**src/rtl/vga_text_console_pkg.sv**
```systemverilog
`default_nettype none
// +--------------------------------------------------------------------------+
// | Package   : vga_text_console_pkg                                          |
// | Purpose   : Shared geometry, control codes and FSM state type for the     |
// |             80x30 VGA text console writer.                                |
// | Ports     : none (package)                                                |
// | Config    : VGA_CONSOLE_LINE_CLEAR_EN adds the CLR_LINE state.            |
// | Revision  : 1.0  initial release                                          |
// +--------------------------------------------------------------------------+
package vga_text_console_pkg;

  // Screen geometry
  localparam int COLS    = 80;
  localparam int ROWS    = 30;
  localparam int CELLS   = COLS * ROWS;   // 2400
  localparam int CELL_AW = 12;            // enough for 0..2399
  localparam int COL_W   = 7;             // 0..79
  localparam int ROW_W   = 5;             // 0..29

  // Control codes (everything else is printable)
  localparam logic [7:0] C_BS = 8'h08;    // backspace
  localparam logic [7:0] C_HT = 8'h09;    // horizontal tab
  localparam logic [7:0] C_LF = 8'h0A;    // line feed
  localparam logic [7:0] C_FF = 8'h0C;    // form feed: blank the screen
  localparam logic [7:0] C_CR = 8'h0D;    // carriage return

  // RST_HOLD is only occupied while rst is asserted; it keeps ready and busy
  // low during reset and forces the power-up blank on the first free cycle.
  typedef enum logic [1:0] {
    RST_HOLD   = 2'd0,
    IDLE       = 2'd1,
    CLR_SCREEN = 2'd2
`ifdef VGA_CONSOLE_LINE_CLEAR_EN
    ,
    CLR_LINE   = 2'd3
`endif
  } state_t;

endpackage

`default_nettype wire

```
**src/rtl/vga_text_console_writer_if.sv**
```systemverilog
`default_nettype none
// +--------------------------------------------------------------------------+
// | Interface : vga_text_console_writer_if                                    |
// | Purpose   : Character handshake plus character/colour map write ports     |
// |             and cursor/busy status of the text console writer.            |
// | Signals   : char_valid_i/char_data_i/color_i  - character offer           |
// |             char_ready_o                      - writer accepts offer      |
// |             ch_map_*  / col_map_*             - map write ports           |
// |             cursor_x_o / cursor_y_o / busy_o  - status                    |
// | Modports  : master (character source), slave (console writer)             |
// | Revision  : 1.0  initial release                                          |
// +--------------------------------------------------------------------------+
interface vga_text_console_writer_if;
  import vga_text_console_pkg::*;

  logic               char_valid_i;
  logic [7:0]         char_data_i;
  logic [7:0]         color_i;
  logic               char_ready_o;

  logic               ch_map_wen_o;
  logic [CELL_AW-1:0] ch_map_addr_o;
  logic [7:0]         ch_map_data_o;

  logic               col_map_wen_o;
  logic [CELL_AW-1:0] col_map_addr_o;
  logic [7:0]         col_map_data_o;

  logic [COL_W-1:0]   cursor_x_o;
  logic [ROW_W-1:0]   cursor_y_o;
  logic               busy_o;

  modport master (
    output char_valid_i, char_data_i, color_i,
    input  char_ready_o,
    input  ch_map_wen_o, ch_map_addr_o, ch_map_data_o,
    input  col_map_wen_o, col_map_addr_o, col_map_data_o,
    input  cursor_x_o, cursor_y_o, busy_o
  );

  modport slave (
    input  char_valid_i, char_data_i, color_i,
    output char_ready_o,
    output ch_map_wen_o, ch_map_addr_o, ch_map_data_o,
    output col_map_wen_o, col_map_addr_o, col_map_data_o,
    output cursor_x_o, cursor_y_o, busy_o
  );

endinterface

`default_nettype wire

```
**src/rtl/vga_text_cell_addr.sv**
```systemverilog
`default_nettype none
// +--------------------------------------------------------------------------+
// | Module    : vga_text_cell_addr                                            |
// | Purpose   : Linear cell address y*80+x for the 80x30 text map, built from |
// |             shifts and adds: (y<<6) + (y<<4) + x.                         |
// | Ports     : y    in  5  row 0..29                                         |
// |             x    in  7  column 0..79                                      |
// |             addr out 12 cell address 0..2399 (combinational)              |
// | Revision  : 1.0  initial release                                          |
// +--------------------------------------------------------------------------+
module vga_text_cell_addr
  import vga_text_console_pkg::*;
(
  input  wire logic [ROW_W-1:0]   y,
  input  wire logic [COL_W-1:0]   x,
  output logic      [CELL_AW-1:0] addr
);

  logic [CELL_AW-1:0] w_y_ext;
  logic [CELL_AW-1:0] w_x_ext;

  assign w_y_ext = {{(CELL_AW-ROW_W){1'b0}}, y};
  assign w_x_ext = {{(CELL_AW-COL_W){1'b0}}, x};

  // 80 = 64 + 16; y<=29 keeps the sum inside 12 bits
  assign addr = (w_y_ext << 6) + (w_y_ext << 4) + w_x_ext;

endmodule

`default_nettype wire

```
**src/rtl/vga_text_console_writer.sv**
```systemverilog
`default_nettype none
// +--------------------------------------------------------------------------+
// | Module    : vga_text_console_writer                                       |
// | Purpose   : Accepts a stream of character/control bytes and turns them    |
// |             into writes on a character map and a colour map for an 80x30  |
// |             text display, tracking the cursor. Form feed (and the         |
// |             power-up sequence) blanks all 2400 cells one per cycle.       |
// | Params    : CLEAR_CHAR    - character written into blanked cells          |
// |             DEFAULT_COLOR - colour written into blanked cells             |
// | Ports     : clk_25m in  pixel clock, rising edge                          |
// |             rst     in  synchronous active-high reset                     |
// |             bus     slave modport of vga_text_console_writer_if           |
// | Config    : VGA_CONSOLE_LINE_CLEAR_EN - when defined, every row advance   |
// |             also blanks the 80 cells of the new row (CLR_LINE state).     |
// | Revision  : 1.0  initial release                                          |
// +--------------------------------------------------------------------------+
module vga_text_console_writer
  import vga_text_console_pkg::*;
#(
  parameter logic [7:0] CLEAR_CHAR    = 8'h20,
  parameter logic [7:0] DEFAULT_COLOR = 8'h0F
) (
  input  wire logic                 clk_25m,
  input  wire logic                 rst,
  vga_text_console_writer_if.slave  bus
);

  // Registered state and outputs
  state_t             r_state;
  logic               r_ready;
  logic               r_busy;
  logic               r_wen;
  logic [CELL_AW-1:0] r_addr;
  logic [7:0]         r_ch;
  logic [7:0]         r_col;
  logic [COL_W-1:0]   r_x;
  logic [ROW_W-1:0]   r_y;
  logic [CELL_AW-1:0] r_cnt;   // blanking position (cell or column)

  // Combinational helpers
  logic [COL_W-1:0]   w_addr_x;
  logic [CELL_AW-1:0] w_cell_addr;
  logic [COL_W-1:0]   w_next_x;
  logic [ROW_W-1:0]   w_next_y;
  logic               w_adv;
  logic               w_is_print;
  logic [7:0]         w_tab;
  logic               w_accept;

  assign w_accept = r_ready && bus.char_valid_i;

  // During a line clear the column comes from the blanking counter; the
  // cursor already sits at column 0 of the row being cleared.
`ifdef VGA_CONSOLE_LINE_CLEAR_EN
  assign w_addr_x = (r_state == CLR_LINE) ? r_cnt[COL_W-1:0] : r_x;
`else
  assign w_addr_x = r_x;
`endif

  vga_text_cell_addr u_cell_addr (
    .y    (r_y),
    .x    (w_addr_x),
    .addr (w_cell_addr)
  );

  // Next tab stop: (x/8 + 1) * 8, at most 80 for x in 72..79
  assign w_tab = {1'b0, r_x[6:3] + 4'd1, 3'b000};

  // Cursor movement for the byte on the bus
  always_comb begin
    w_next_x   = r_x;
    w_adv      = 1'b0;
    w_is_print = 1'b0;
    case (bus.char_data_i)
      C_CR: begin
        w_next_x = '0;
      end
      C_LF: begin
        w_next_x = '0;
        w_adv    = 1'b1;
      end
      C_BS: begin
        if (r_x != '0) begin
          w_next_x = r_x - 7'd1;
        end
      end
      C_HT: begin
        if (w_tab > 8'(COLS - 1)) begin
          w_next_x = '0;
          w_adv    = 1'b1;
        end else begin
          w_next_x = w_tab[COL_W-1:0];
        end
      end
      C_FF: begin
        w_next_x = r_x;
      end
      default: begin
        w_is_print = 1'b1;
        if (r_x == 7'(COLS - 1)) begin
          w_next_x = '0;
          w_adv    = 1'b1;
        end else begin
          w_next_x = r_x + 7'd1;
        end
      end
    endcase

    if (w_adv) begin
      w_next_y = (r_y == 5'(ROWS - 1)) ? '0 : r_y + 5'd1;
    end else begin
      w_next_y = r_y;
    end
  end

  // Control FSM with all outputs registered
  always_ff @(posedge clk_25m) begin
    if (rst) begin
      r_state <= RST_HOLD;
      r_ready <= 1'b0;
      r_busy  <= 1'b0;
      r_wen   <= 1'b0;
      r_addr  <= '0;
      r_ch    <= '0;
      r_col   <= '0;
      r_x     <= '0;
      r_y     <= '0;
      r_cnt   <= '0;
    end else begin
      r_wen <= 1'b0;
      case (r_state)
        RST_HOLD: begin
          r_state <= CLR_SCREEN;
          r_cnt   <= '0;
          r_busy  <= 1'b1;
          r_ready <= 1'b0;
        end

        IDLE: begin
          if (w_accept) begin
            if (w_is_print) begin
              r_wen  <= 1'b1;
              r_addr <= w_cell_addr;
              r_ch   <= bus.char_data_i;
              r_col  <= bus.color_i;
            end
            if (bus.char_data_i == C_FF) begin
              r_state <= CLR_SCREEN;
              r_cnt   <= '0;
              r_busy  <= 1'b1;
              r_ready <= 1'b0;
            end else begin
              r_x <= w_next_x;
              r_y <= w_next_y;
`ifdef VGA_CONSOLE_LINE_CLEAR_EN
              if (w_adv) begin
                r_state <= CLR_LINE;
                r_cnt   <= '0;
                r_busy  <= 1'b1;
                r_ready <= 1'b0;
              end
`endif
            end
          end
        end

        CLR_SCREEN: begin
          r_wen  <= 1'b1;
          r_addr <= r_cnt;
          r_ch   <= CLEAR_CHAR;
          r_col  <= DEFAULT_COLOR;
          // Counter holds at the terminal cell instead of wrapping
          if (r_cnt == 12'(CELLS - 1)) begin
            r_state <= IDLE;
            r_x     <= '0;
            r_y     <= '0;
            r_busy  <= 1'b0;
            r_ready <= 1'b1;
          end else begin
            r_cnt <= r_cnt + 12'd1;
          end
        end

`ifdef VGA_CONSOLE_LINE_CLEAR_EN
        CLR_LINE: begin
          r_wen  <= 1'b1;
          r_addr <= w_cell_addr;
          r_ch   <= CLEAR_CHAR;
          r_col  <= DEFAULT_COLOR;
          if (r_cnt == 12'(COLS - 1)) begin
            r_state <= IDLE;
            r_busy  <= 1'b0;
            r_ready <= 1'b1;
          end else begin
            r_cnt <= r_cnt + 12'd1;
          end
        end
`endif

        default: begin
          r_state <= RST_HOLD;
          r_busy  <= 1'b0;
          r_ready <= 1'b0;
        end
      endcase
    end
  end

  // Both map ports always share address and enable
  assign bus.char_ready_o   = r_ready;
  assign bus.busy_o         = r_busy;
  assign bus.ch_map_wen_o   = r_wen;
  assign bus.ch_map_addr_o  = r_addr;
  assign bus.ch_map_data_o  = r_ch;
  assign bus.col_map_wen_o  = r_wen;
  assign bus.col_map_addr_o = r_addr;
  assign bus.col_map_data_o = r_col;
  assign bus.cursor_x_o     = r_x;
  assign bus.cursor_y_o     = r_y;

endmodule

`default_nettype wire

```
**src/flat_wrapper.sv**
```systemverilog
// flat-port wrapper written by rule: the top's interface ports become plain ports
module vga_text_console_writer_flat import vga_text_console_pkg::*;
#(
  parameter logic [7:0] CLEAR_CHAR    = 8'h20,
  parameter logic [7:0] DEFAULT_COLOR = 8'h0F
)
  (clk_25m, rst, bus_char_valid_i, bus_char_data_i, bus_color_i, bus_char_ready_o, bus_ch_map_wen_o, bus_ch_map_addr_o, bus_ch_map_data_o, bus_col_map_wen_o, bus_col_map_addr_o, bus_col_map_data_o, bus_cursor_x_o, bus_cursor_y_o, bus_busy_o);
  vga_text_console_writer_if bus_i ();
  input  wire logic clk_25m;
  input  wire logic rst;
  input wire logic [$bits(bus_i.char_valid_i)-1:0] bus_char_valid_i;
  input wire logic [$bits(bus_i.char_data_i)-1:0] bus_char_data_i;
  input wire logic [$bits(bus_i.color_i)-1:0] bus_color_i;
  output wire logic [$bits(bus_i.char_ready_o)-1:0] bus_char_ready_o;
  output wire logic [$bits(bus_i.ch_map_wen_o)-1:0] bus_ch_map_wen_o;
  output wire logic [$bits(bus_i.ch_map_addr_o)-1:0] bus_ch_map_addr_o;
  output wire logic [$bits(bus_i.ch_map_data_o)-1:0] bus_ch_map_data_o;
  output wire logic [$bits(bus_i.col_map_wen_o)-1:0] bus_col_map_wen_o;
  output wire logic [$bits(bus_i.col_map_addr_o)-1:0] bus_col_map_addr_o;
  output wire logic [$bits(bus_i.col_map_data_o)-1:0] bus_col_map_data_o;
  output wire logic [$bits(bus_i.cursor_x_o)-1:0] bus_cursor_x_o;
  output wire logic [$bits(bus_i.cursor_y_o)-1:0] bus_cursor_y_o;
  output wire logic [$bits(bus_i.busy_o)-1:0] bus_busy_o;
  assign bus_i.char_valid_i = bus_char_valid_i;
  assign bus_i.char_data_i = bus_char_data_i;
  assign bus_i.color_i = bus_color_i;
  assign bus_char_ready_o = bus_i.char_ready_o;
  assign bus_ch_map_wen_o = bus_i.ch_map_wen_o;
  assign bus_ch_map_addr_o = bus_i.ch_map_addr_o;
  assign bus_ch_map_data_o = bus_i.ch_map_data_o;
  assign bus_col_map_wen_o = bus_i.col_map_wen_o;
  assign bus_col_map_addr_o = bus_i.col_map_addr_o;
  assign bus_col_map_data_o = bus_i.col_map_data_o;
  assign bus_cursor_x_o = bus_i.cursor_x_o;
  assign bus_cursor_y_o = bus_i.cursor_y_o;
  assign bus_busy_o = bus_i.busy_o;
  vga_text_console_writer #(.CLEAR_CHAR(CLEAR_CHAR), .DEFAULT_COLOR(DEFAULT_COLOR)) u_core (.clk_25m(clk_25m), .rst(rst), .bus(bus_i));
endmodule
```
**config.mk**
```make
export PLATFORM = sky130hd
export DESIGN_NAME = vga_text_console_writer_flat
export DESIGN_NICKNAME = d
export VERILOG_FILES = /design/src/rtl/vga_text_console_pkg.sv /design/src/rtl/vga_text_console_writer_if.sv /design/src/rtl/vga_text_cell_addr.sv /design/src/rtl/vga_text_console_writer.sv /design/src/flat_wrapper.sv
export SDC_FILE = /design/constraint.sdc
export NUM_CORES = 1
export LEC_CHECK = 0
export BUFFER_PORTS_ARGS = -buffer_cell sky130_fd_sc_hd__clkbuf_2
export CAP_MARGIN = 20
export CORE_ASPECT_RATIO = 0.8
export CORE_MARGIN = 10
export CORE_UTILIZATION = 40
export DETAILED_ROUTE_END_ITERATION = 10
export PLACE_DENSITY = 0.7
export SYNTH_ARGS = -nofsm -noshare
export SYNTH_HDL_FRONTEND = slang
export SYNTH_SLANG_ARGS = --single-unit
```
**constraint.sdc**
```tcl
create_clock -name clk_25m -period 2.9 [get_ports clk_25m]
set_clock_uncertainty 0.1 [all_clocks]
set_input_delay 0.58 -clock clk_25m [delete_from_list [all_inputs] [get_ports clk_25m]]
set_output_delay 0.58 -clock clk_25m [all_outputs]
set_load 0.02 [all_outputs]
```
Word level (Yosys, flattened, before mapping)
Index checks and enable logic that the tools add are counted.
- flip-flop bits (word level): 57
- input port bits: 19
- output and inout port bits: 56
- word-level logic and storage cells: 94
- add/sub/neg operators: 7
- $lt $le $gt $ge: 1
- equal/unequal tests: 18
- muxes and demuxes: 45
- reductions and logical operators: 13
- operator list (cell ; number):
    $mux 12 ; 5
    $mux 7 ; 6
    $eq 8x4->1 const B ; 5
    $pmux 12 s3 ; 1
    $mux 8 ; 4
    $pmux 8 s2 ; 2
    $mux 5 ; 5
    $pmux 12 s2 ; 1
    $pmux 7 s3 ; 1
    $pmux 7 s2 ; 1
    $add 11x9->12 ; 1
    $add 12x1->12 const B ; 1
    $add 12x7->12 ; 1
    $eq 12x12->1 const B ; 1
    $mux 1 ; 10
    $pmux 5 s2 ; 1
    $reduce_and 5->1 ; 2
    $ne 2x1->1 const B ; 4
    $add 7x1->7 const B ; 1
    $eq 7x7->1 const B ; 1
    $gt 7x7->1 const B ; 1
    $reduce_bool 7->1 ; 1
    $sub 7x1->7 const B ; 1
    $mux 2 ; 3
    19 further kinds ; 24

Longest topological paths before layout
Gate-level depths: netlist of the first run.
- depth after elaboration: 8
- mapped depth: 9
- gate-level depth less buffers: 9

By module
A second synthesis of the first run with hierarchy kept.
- cell total of the unflattened synthesis: 416
- area, all modules: 3621.0 um2
- modules (own cells, without submodules) (module ; times used ; cells an instance ; area an instance (um2) ; sequential area each (um2)):
    vga_text_console_writer ; 1 ; 376 ; 3290.7 ; 1121.1
    vga_text_cell_addr ; 1 ; 40 ; 330.3 ; 0.0

Least setup slack after synthesis of the first run
OpenSTA, ideal clock, no wires.
- path type: register to register
- from: register u_core.r_y[0], in the netlist u_core.bus.cursor_y_o[0]
- to: register u_core.r_addr[11], in the netlist u_core.bus.ch_map_addr_o[11]
- library setup time: 0.091 ns
- data arrival time: 2.259 ns
- required time: 2.709 ns
- path slack: 0.450 ns
- stages on the path, launching flop included: 9
- path buffers: 0
- period minus slack after synthesis: 2.450 ns
- cell sequence: dfxtp_1 > fa_1 > inv_1 > fa_1 > nor2b_1 > o21ai_0 > a21boi_0 > o211ai_1 > a311oi_1
- word-level cells in the longest chain between the ends: 5
- RTL lines (what ; RTL line ; text):
    start: declaration ; vga_text_console_writer.sv:37 ; logic [ROW_W-1:0] r_y;
    start signal: assignment ; vga_text_console_writer.sv:154 ; r_y <= w_next_y;
    $add 11x9->12 ; vga_text_cell_addr.sv:26 ; assign addr = (w_y_ext << 6) + (w_y_ext << 4) + w_x_ext;
    $add 12x7->12 ; vga_text_cell_addr.sv:26 ;
    $mux 12 ; vga_text_console_writer.sv:141 ; if (w_is_print) begin
    $mux 12 ; vga_text_console_writer.sv:140 ; if (w_accept) begin
    $pmux 12 s2 ; vga_text_console_writer.sv:131 ; case (r_state)
    end signal: assignment ; vga_text_console_writer.sv:143 ; r_addr <= w_cell_addr;
    end signal: assignment ; vga_text_console_writer.sv:169 ; r_addr <= r_cnt;
    end: declaration ; vga_text_console_writer.sv:33 ; logic [CELL_AW-1:0] r_addr;
No other way between the ends. The select of a mux whose other input is x is not followed.
A chain may end at the register's enable or synchronous reset.

Final worst setup path of the first run
- from: register u_core.r_x[4], in the netlist u_core.bus.cursor_x_o[4]
- to: register u_core.r_addr[11], in the netlist u_core.bus.ch_map_addr_o[11]
- word-level cells in the longest chain between the ends: 4
- RTL lines (what ; RTL line ; text):
    start: declaration ; vga_text_console_writer.sv:36 ; logic [COL_W-1:0] r_x;
    start signal: assignment ; vga_text_console_writer.sv:153 ; r_x <= w_next_x;
    $add 12x7->12 ; vga_text_cell_addr.sv:26 ;
    $mux 12 ; vga_text_console_writer.sv:141 ;
    $mux 12 ; vga_text_console_writer.sv:140 ;
    $pmux 12 s2 ; vga_text_console_writer.sv:131 ;
No other way between the ends. The select of a mux whose other input is x is not followed.

==> reports/results.txt, run 1 <==
Slowest stage delay, CP -> 0.66 ns
Count of input and output buffers -> 74
Worst slew pin tran -> 0.576 ns
Pwr Density -> 473 nW/um^2
CTS sink count -> 56
Largest family of logic cells by synthesized area -> simple AND/OR/NAND/NOR gates
Pre-CTS WS -> 0.194 ns
Outcome -> complete, no violations
Starting Density -> 0.413
Initial antenna violation count -> 0
Worst path most repeated cell -> ha_1
Number of flops mapped to enable cells by yosys -> 0
Final cell count without fillers -> 593
Slowest CP cell -> dfxtp_1
Post-Synth Adder-Cell Area -> 0.0891
Mean number of vias per cell -> 5.74
Synth Area in XOR/XNOR -> 0.0322
Max-Cap Viols -> 0
Number of cells on the worst hold path -> 2
Antenna Nets Post-Route -> 0
Final min period -> 2.61 ns
Drt first pass iters -> 5
Crit-path cells -> ha_1 -> ha_1 -> inv_1 -> fa_1 -> nor2b_1 -> o21ai_0 -> a21boi_0 -> o211ai_1 -> a311oi_1
Die H -> 104 um
Max VDD drop -> 0.000231 V
Final Cell Area -> 4100 um^2
RePlAce Congestion -> 0.905
Mapped Cells -> 425
Simple-gate share of the synthesized area -> 0.248
Area of the multi-input gates -> 2120 um^2
Critical Path RT -> 3.03 ns
Critical path class -> register to register
Arrival time worst endpoint -> 2.74 ns
Grt total ovfl -> 0
Mux contribution to synthesized area -> 0.0294
Max clock buf depth -> 2
Cell area after placement -> 3940 um^2
Post-synthesis compound-gate area fraction -> 0.200
Drt first-iter violations -> 363
Register area share after synthesis -> 0.317
Largest net degree at the start of global routing -> 28
Synth async-reset ratio -> 0
Worst Hold End -> u_core.bus.busy_o$_SDFFE_PP0P_
Clock Tree Root -> clkbuf_8
Hold Slack -> 0.361 ns
Sum of negative setup slack -> 0 ns
CP endpoint kind -> register
Row Count -> 30
Top cells by count, synth -> dfxtp_1 (56), nor2_1 (48), nand2_1 (27), ha_1 (22), clkbuf_1 (20)
Layout cells sized above 1 -> 0.235
Area Overhead vs Synth -> 15.9%
RR Startpoint -> u_core.bus.cursor_x_o[4]$_SDFFE_PP0P_
Power consumption -> 1.94 mW
Fillers -> 807
# IOs -> 75
Worst Path Buf+Inv -> 1
Top FF cell, synth -> dfxtp_1
Final setup viols -> 0
Worst-path clk slew -> 0.10 ns
Post_cts resized -> 0
Hold path startpoint -> u_core.bus.busy_o$_SDFFE_PP0P_
Yosys top cell by area -> dfxtp_1
Post-synth cell types -> 70
CP Max Fanout -> 15
Routed len/inst -> 16.8 um
Final setup margin -> 0.291 ns
Nets@finish -> 523
Critical path's top delay family -> adder cells
# H-tree levels -> 2
Core area -> 8560 um^2
Mapped Avg Cell Area -> 8.32 um^2
Hold WC Path Type -> register to register
CTS tree -> built
Number of global-route vias before repair -> 3,312
Peak clock frequency supported by timing -> 0.383 GHz
Total Wirelength -> 9960 um
Most frequent cell after synthesis -> dfxtp_1
Final core occ -> 0.479
Final worst path period share -> 0.900
Area share of the largest cell type after synthesis -> 0.317
Number of diodes -> 0
DP Cell Count -> 585
FF+latch count, synth -> 56
Storage cell area -> 1120 um^2
CP Launch Type -> register
Internal reg-to-reg setup slack -> 0.29 ns
Slew HR -> 0.613
Total CTS buffers -> 5
Yosys warns -> 0
Synth area leaders -> dfxtp_1 (32%), ha_1 (7.8%), nor2_1 (5.1%)
# hold bufs at CTS -> 0
Die Footprint -> 13,000 um^2
Netlist Area Pre-Place -> 3540 um^2
Die W -> 125 um
RSZ-0062 raised after global routing -> no
Post-CTS Setup Bufs -> 0
Final hold vios -> 0
GRT Util Overall -> 0.147
Leakage Power -> 1.70 nW
Detailed placement HPWL -> 7520 um
Pins over their slew limit -> 0
First-pass GRT wire length -> 16,500 um
Clk_lat worst skew -> 0.32 ns
Vias post-DR -> 3,401
DRC -> 0
R2R Path End -> u_core.bus.ch_map_addr_o[11]$_SDFFE_PP0P_
Reg2Reg Depth -> 9
Net Count, Synth -> 468
-- flip-flops by register name (all words and copies together) (netlist names) --
register / cells
u_core.bus.cursor_x_o: 7
u_core.bus.col_map_data_o: 8
u_core.bus.char_ready_o: 1
u_core.bus.ch_map_wen_o: 1
u_core.bus.cursor_y_o: 5
u_core.bus.busy_o: 1
u_core.bus.ch_map_data_o: 8
u_core.r_state: 1
u_core.bus.ch_map_addr_o: 12
u_core.r_cnt: 12
-- final cells by class --
cell class              instances  area share
clock buffers                   5      0.0168
multi-input cells             308       0.516
well taps                     112      0.0342
flip-flops and latches         56       0.274
inverters                      19      0.0174
repair buffers                 90       0.120
clock inverters                 3      0.0220
-- cell families after synthesis --
| group | count (synthesis) |
|---|---|
| mux | 10 |
| fa+ha+maj | 24 |
| xor+xnor | 13 |
| simple gates | 163 |
| compound gates | 98 |
| flops | 56 |
| buf+inv | 61 |
-- cell usage in the layout, fill, tap and decap left out, types with 10 or more instances in the layout --
cell / n
clkbuf_2: 74
nand2_1: 27
buf_4: 16
nor2_1: 48
ha_1: 22
dfxtp_1: 56
a22oi_1: 12
o21ai_0: 13
a21oi_1: 15
a211oi_1: 11
inv_1: 18
nand3_1: 14
nor3_1: 10
xnor2_1: 12
-- report_power, final --
group | internal [mW] | switching (mW) | total (mW)
logic | 0.145 | 0.254 | 0.399
clock network | 0.432 | 0.268 | 0.699
registers | 0.807 | 0.0344 | 0.841
-- worst max path at each step --
stage / start / to / slack [ns] / cells after the start
floorplan: u_core.bus.cursor_y_o[0]$_SDFFE_PP0P_ / u_core.bus.ch_map_addr_o[11]$_SDFFE_PP0P_ / 0.45 / 8
global placement: bus_char_data_i[5] / u_core.bus.cursor_x_o[4]$_SDFFE_PP0P_ / 0.24 / 6
detailed placement: bus_char_data_i[5] / u_core.bus.cursor_x_o[4]$_SDFFE_PP0P_ / 0.19 / 6
CTS: u_core.bus.cursor_x_o[4]$_SDFFE_PP0P_ / u_core.bus.ch_map_addr_o[11]$_SDFFE_PP0P_ / 0.30 / 9
global route: u_core.bus.cursor_x_o[4]$_SDFFE_PP0P_ / u_core.bus.ch_map_addr_o[11]$_SDFFE_PP0P_ / 0.005 / 9
finish: u_core.bus.cursor_x_o[4]$_SDFFE_PP0P_ / u_core.bus.ch_map_addr_o[11]$_SDFFE_PP0P_ / 0.29 / 9
-- layer usage --
| layer | routed length [um] | share of wire | global-route usage |
|---|---|---|---|
| met5 | 0 | 0 | 0 |
| met4 | 83 | 0.0083 | 0.0287 |
| met3 | 854 | 0.086 | 0.0484 |
| met2 | 4280 | 0.43 | 0.219 |
| met1 | 4750 | 0.48 | 0.200 |
-- tightest hold or removal path: stages, from the launching register on --
cell	delay [ns]
dfxtp_1	0.32
nand2_1	0.05
a21oi_1	0.05
Power figures use the tool's default switching activity.
==> run 2, diff against run 1 <==
--- a/config.mk
+++ b/config.mk
@@ -12,6 +12,7 @@
 export CORE_UTILIZATION = 40
 export DETAILED_ROUTE_END_ITERATION = 10
 export PLACE_DENSITY = 0.7
+export RECOVER_POWER = 50
 export SYNTH_ARGS = -nofsm -noshare
 export SYNTH_HDL_FRONTEND = slang
 export SYNTH_SLANG_ARGS = --single-unit
==> reports/results.txt, run 2 (synthesized netlist as in run 1, its figures left out) <==
Most common cell after layout, fill and taps aside -> dfxtp_1
Die Footprint -> 13,000 um^2
Final setup margin -> 0.304 ns
Clock Tree Root -> clkbuf_8
Sum of negative setup slack -> 0 ns
CP Launch Type -> register
Worst-path clk slew -> 0.10 ns
Leakage Power -> 1.51 nW
Nets@finish -> 523
Routed len/inst -> 16.8 um
Commonest non-fill, non-tap cells in the layout -> dfxtp_1 (56), clkbuf_1 (55), nor2_1 (48)
RePlAce Congestion -> 0.905
Number of cells on the worst hold path -> 2
CP Max Fanout -> 15
Grt total ovfl -> 0
Arrival time worst endpoint -> 2.73 ns
Largest net degree at the start of global routing -> 28
# hold bufs at CTS -> 0
Pre-CTS WS -> 0.194 ns
Area Overhead vs Synth -> 13.7%
Worst path most repeated cell -> ha_1
Slowest stage delay, CP -> 0.65 ns
Drt first pass iters -> 5
Max VDD drop -> 0.000226 V
Initial antenna violation count -> 0
Final min period -> 2.60 ns
Worst slew pin tran -> 0.656 ns
Pwr Density -> 479 nW/um^2
Die W -> 125 um
CTS tree -> built
Core area -> 8560 um^2
First-pass GRT wire length -> 16,500 um
# H-tree levels -> 2
Max clock buf depth -> 2
Hold Slack -> 0.361 ns
Final setup viols -> 0
Number of global-route vias before repair -> 3,312
CP endpoint kind -> register
Post_cts resized -> 0
DRC -> 0
Reg2Reg Depth -> 9
RSZ-0062 raised after global routing -> no
Starting Density -> 0.413
Antenna Nets Post-Route -> 0
Clk_lat worst skew -> 0.32 ns
Post-CTS Setup Bufs -> 0
Peak clock frequency supported by timing -> 0.385 GHz
Final worst path period share -> 0.895
Count of input and output buffers -> 74
Layout cells sized above 1 -> 0.121
Mean number of vias per cell -> 5.70
Outcome -> complete, no violations
Crit-path cells -> ha_1 -> ha_1 -> inv_1 -> fa_1 -> nor2b_1 -> o21ai_0 -> a21boi_0 -> o211ai_1 -> a311oi_1
Vias post-DR -> 3,381
Drt first-iter violations -> 374
Critical Path RT -> 3.03 ns
Number of diodes -> 0
Hold WC Path Type -> register to register
Total CTS buffers -> 5
Critical path class -> register to register
Row Count -> 30
Max-Cap Viols -> 0
Detailed placement HPWL -> 7520 um
Total Wirelength -> 9940 um
CTS sink count -> 56
Slew HR -> 0.563
Die H -> 104 um
Final hold vios -> 0
Power consumption -> 1.93 mW
GRT Util Overall -> 0.147
# IOs -> 75
Slowest CP cell -> dfxtp_1
Pins over their slew limit -> 0
run 2: changes by cell type in the layout (fill, tap and decap cells not counted), sizes merged:
cell and delta:
clkbuf +3, buf -3
run 2: path summary, 6_finish.rpt:
check | start | end | slack, ns
hold reg to reg | u_core.bus.busy_o$_SDFFE_PP0P_ | u_core.bus.busy_o$_SDFFE_PP0P_ | 0.36
setup reg to reg | u_core.bus.cursor_x_o[4]$_SDFFE_PP0P_ | u_core.bus.ch_map_addr_o[11]$_SDFFE_PP0P_ | 0.30
hold / removal | u_core.bus.busy_o$_SDFFE_PP0P_ | u_core.bus.busy_o$_SDFFE_PP0P_ | 0.36
setup / recovery | u_core.bus.cursor_x_o[4]$_SDFFE_PP0P_ | u_core.bus.ch_map_addr_o[11]$_SDFFE_PP0P_ | 0.30
run 2: area by class of cell:
type                    instances  area [um^2]
inverters                      19         71.3
repair buffers                 90          414
clock buffers                   5         68.8
flip-flops and latches         56         1120
clock inverters                 3         90.1
fillers                       840         4540
well taps                     112          140
multi-input cells             308         2120
run 2: metrics by stage:
step / instances / area, um^2 / util
floorplan: 425 / 3540 / -
global placement: 585 / 3940 / 0.460
detailed placement: 585 / 3940 / 0.460
CTS: 593 / 4100 / 0.479
global route: 593 / 4020 / 0.470
finish: 593 / 4020 / 0.470
run 2: where the power goes:
part,total (mW),internal [mW],switching (mW)
registers,0.841,0.807,0.0341
logic,0.385,0.132,0.253
clock network,0.699,0.432,0.267
run 2: worst max-delay path: cells and delay by family (launching register included):
kind / cells / cell delay, ns
AND/OR/NAND/NOR: 1 / 0.15
AO/OA/AOI/OAI: 4 / 0.78
adder cells (fa/ha/maj): 3 / 0.79
flip-flops: 1 / 0.65
buffers and inverters: 1 / 0.06
run 2: routing by layer:
layer / share of wire / routed length, um / GRT usage / up-vias
met1: 0.48 / 4730 / 0.200 / 1589
met3: 0.089 / 881 / 0.0484 / 8
met4: 0.0080 / 80 / 0.0287 / 0
met5: 0 / 0 / 0 / -
met2: 0.43 / 4250 / 0.219 / 142
li1: - / - / - / 1642
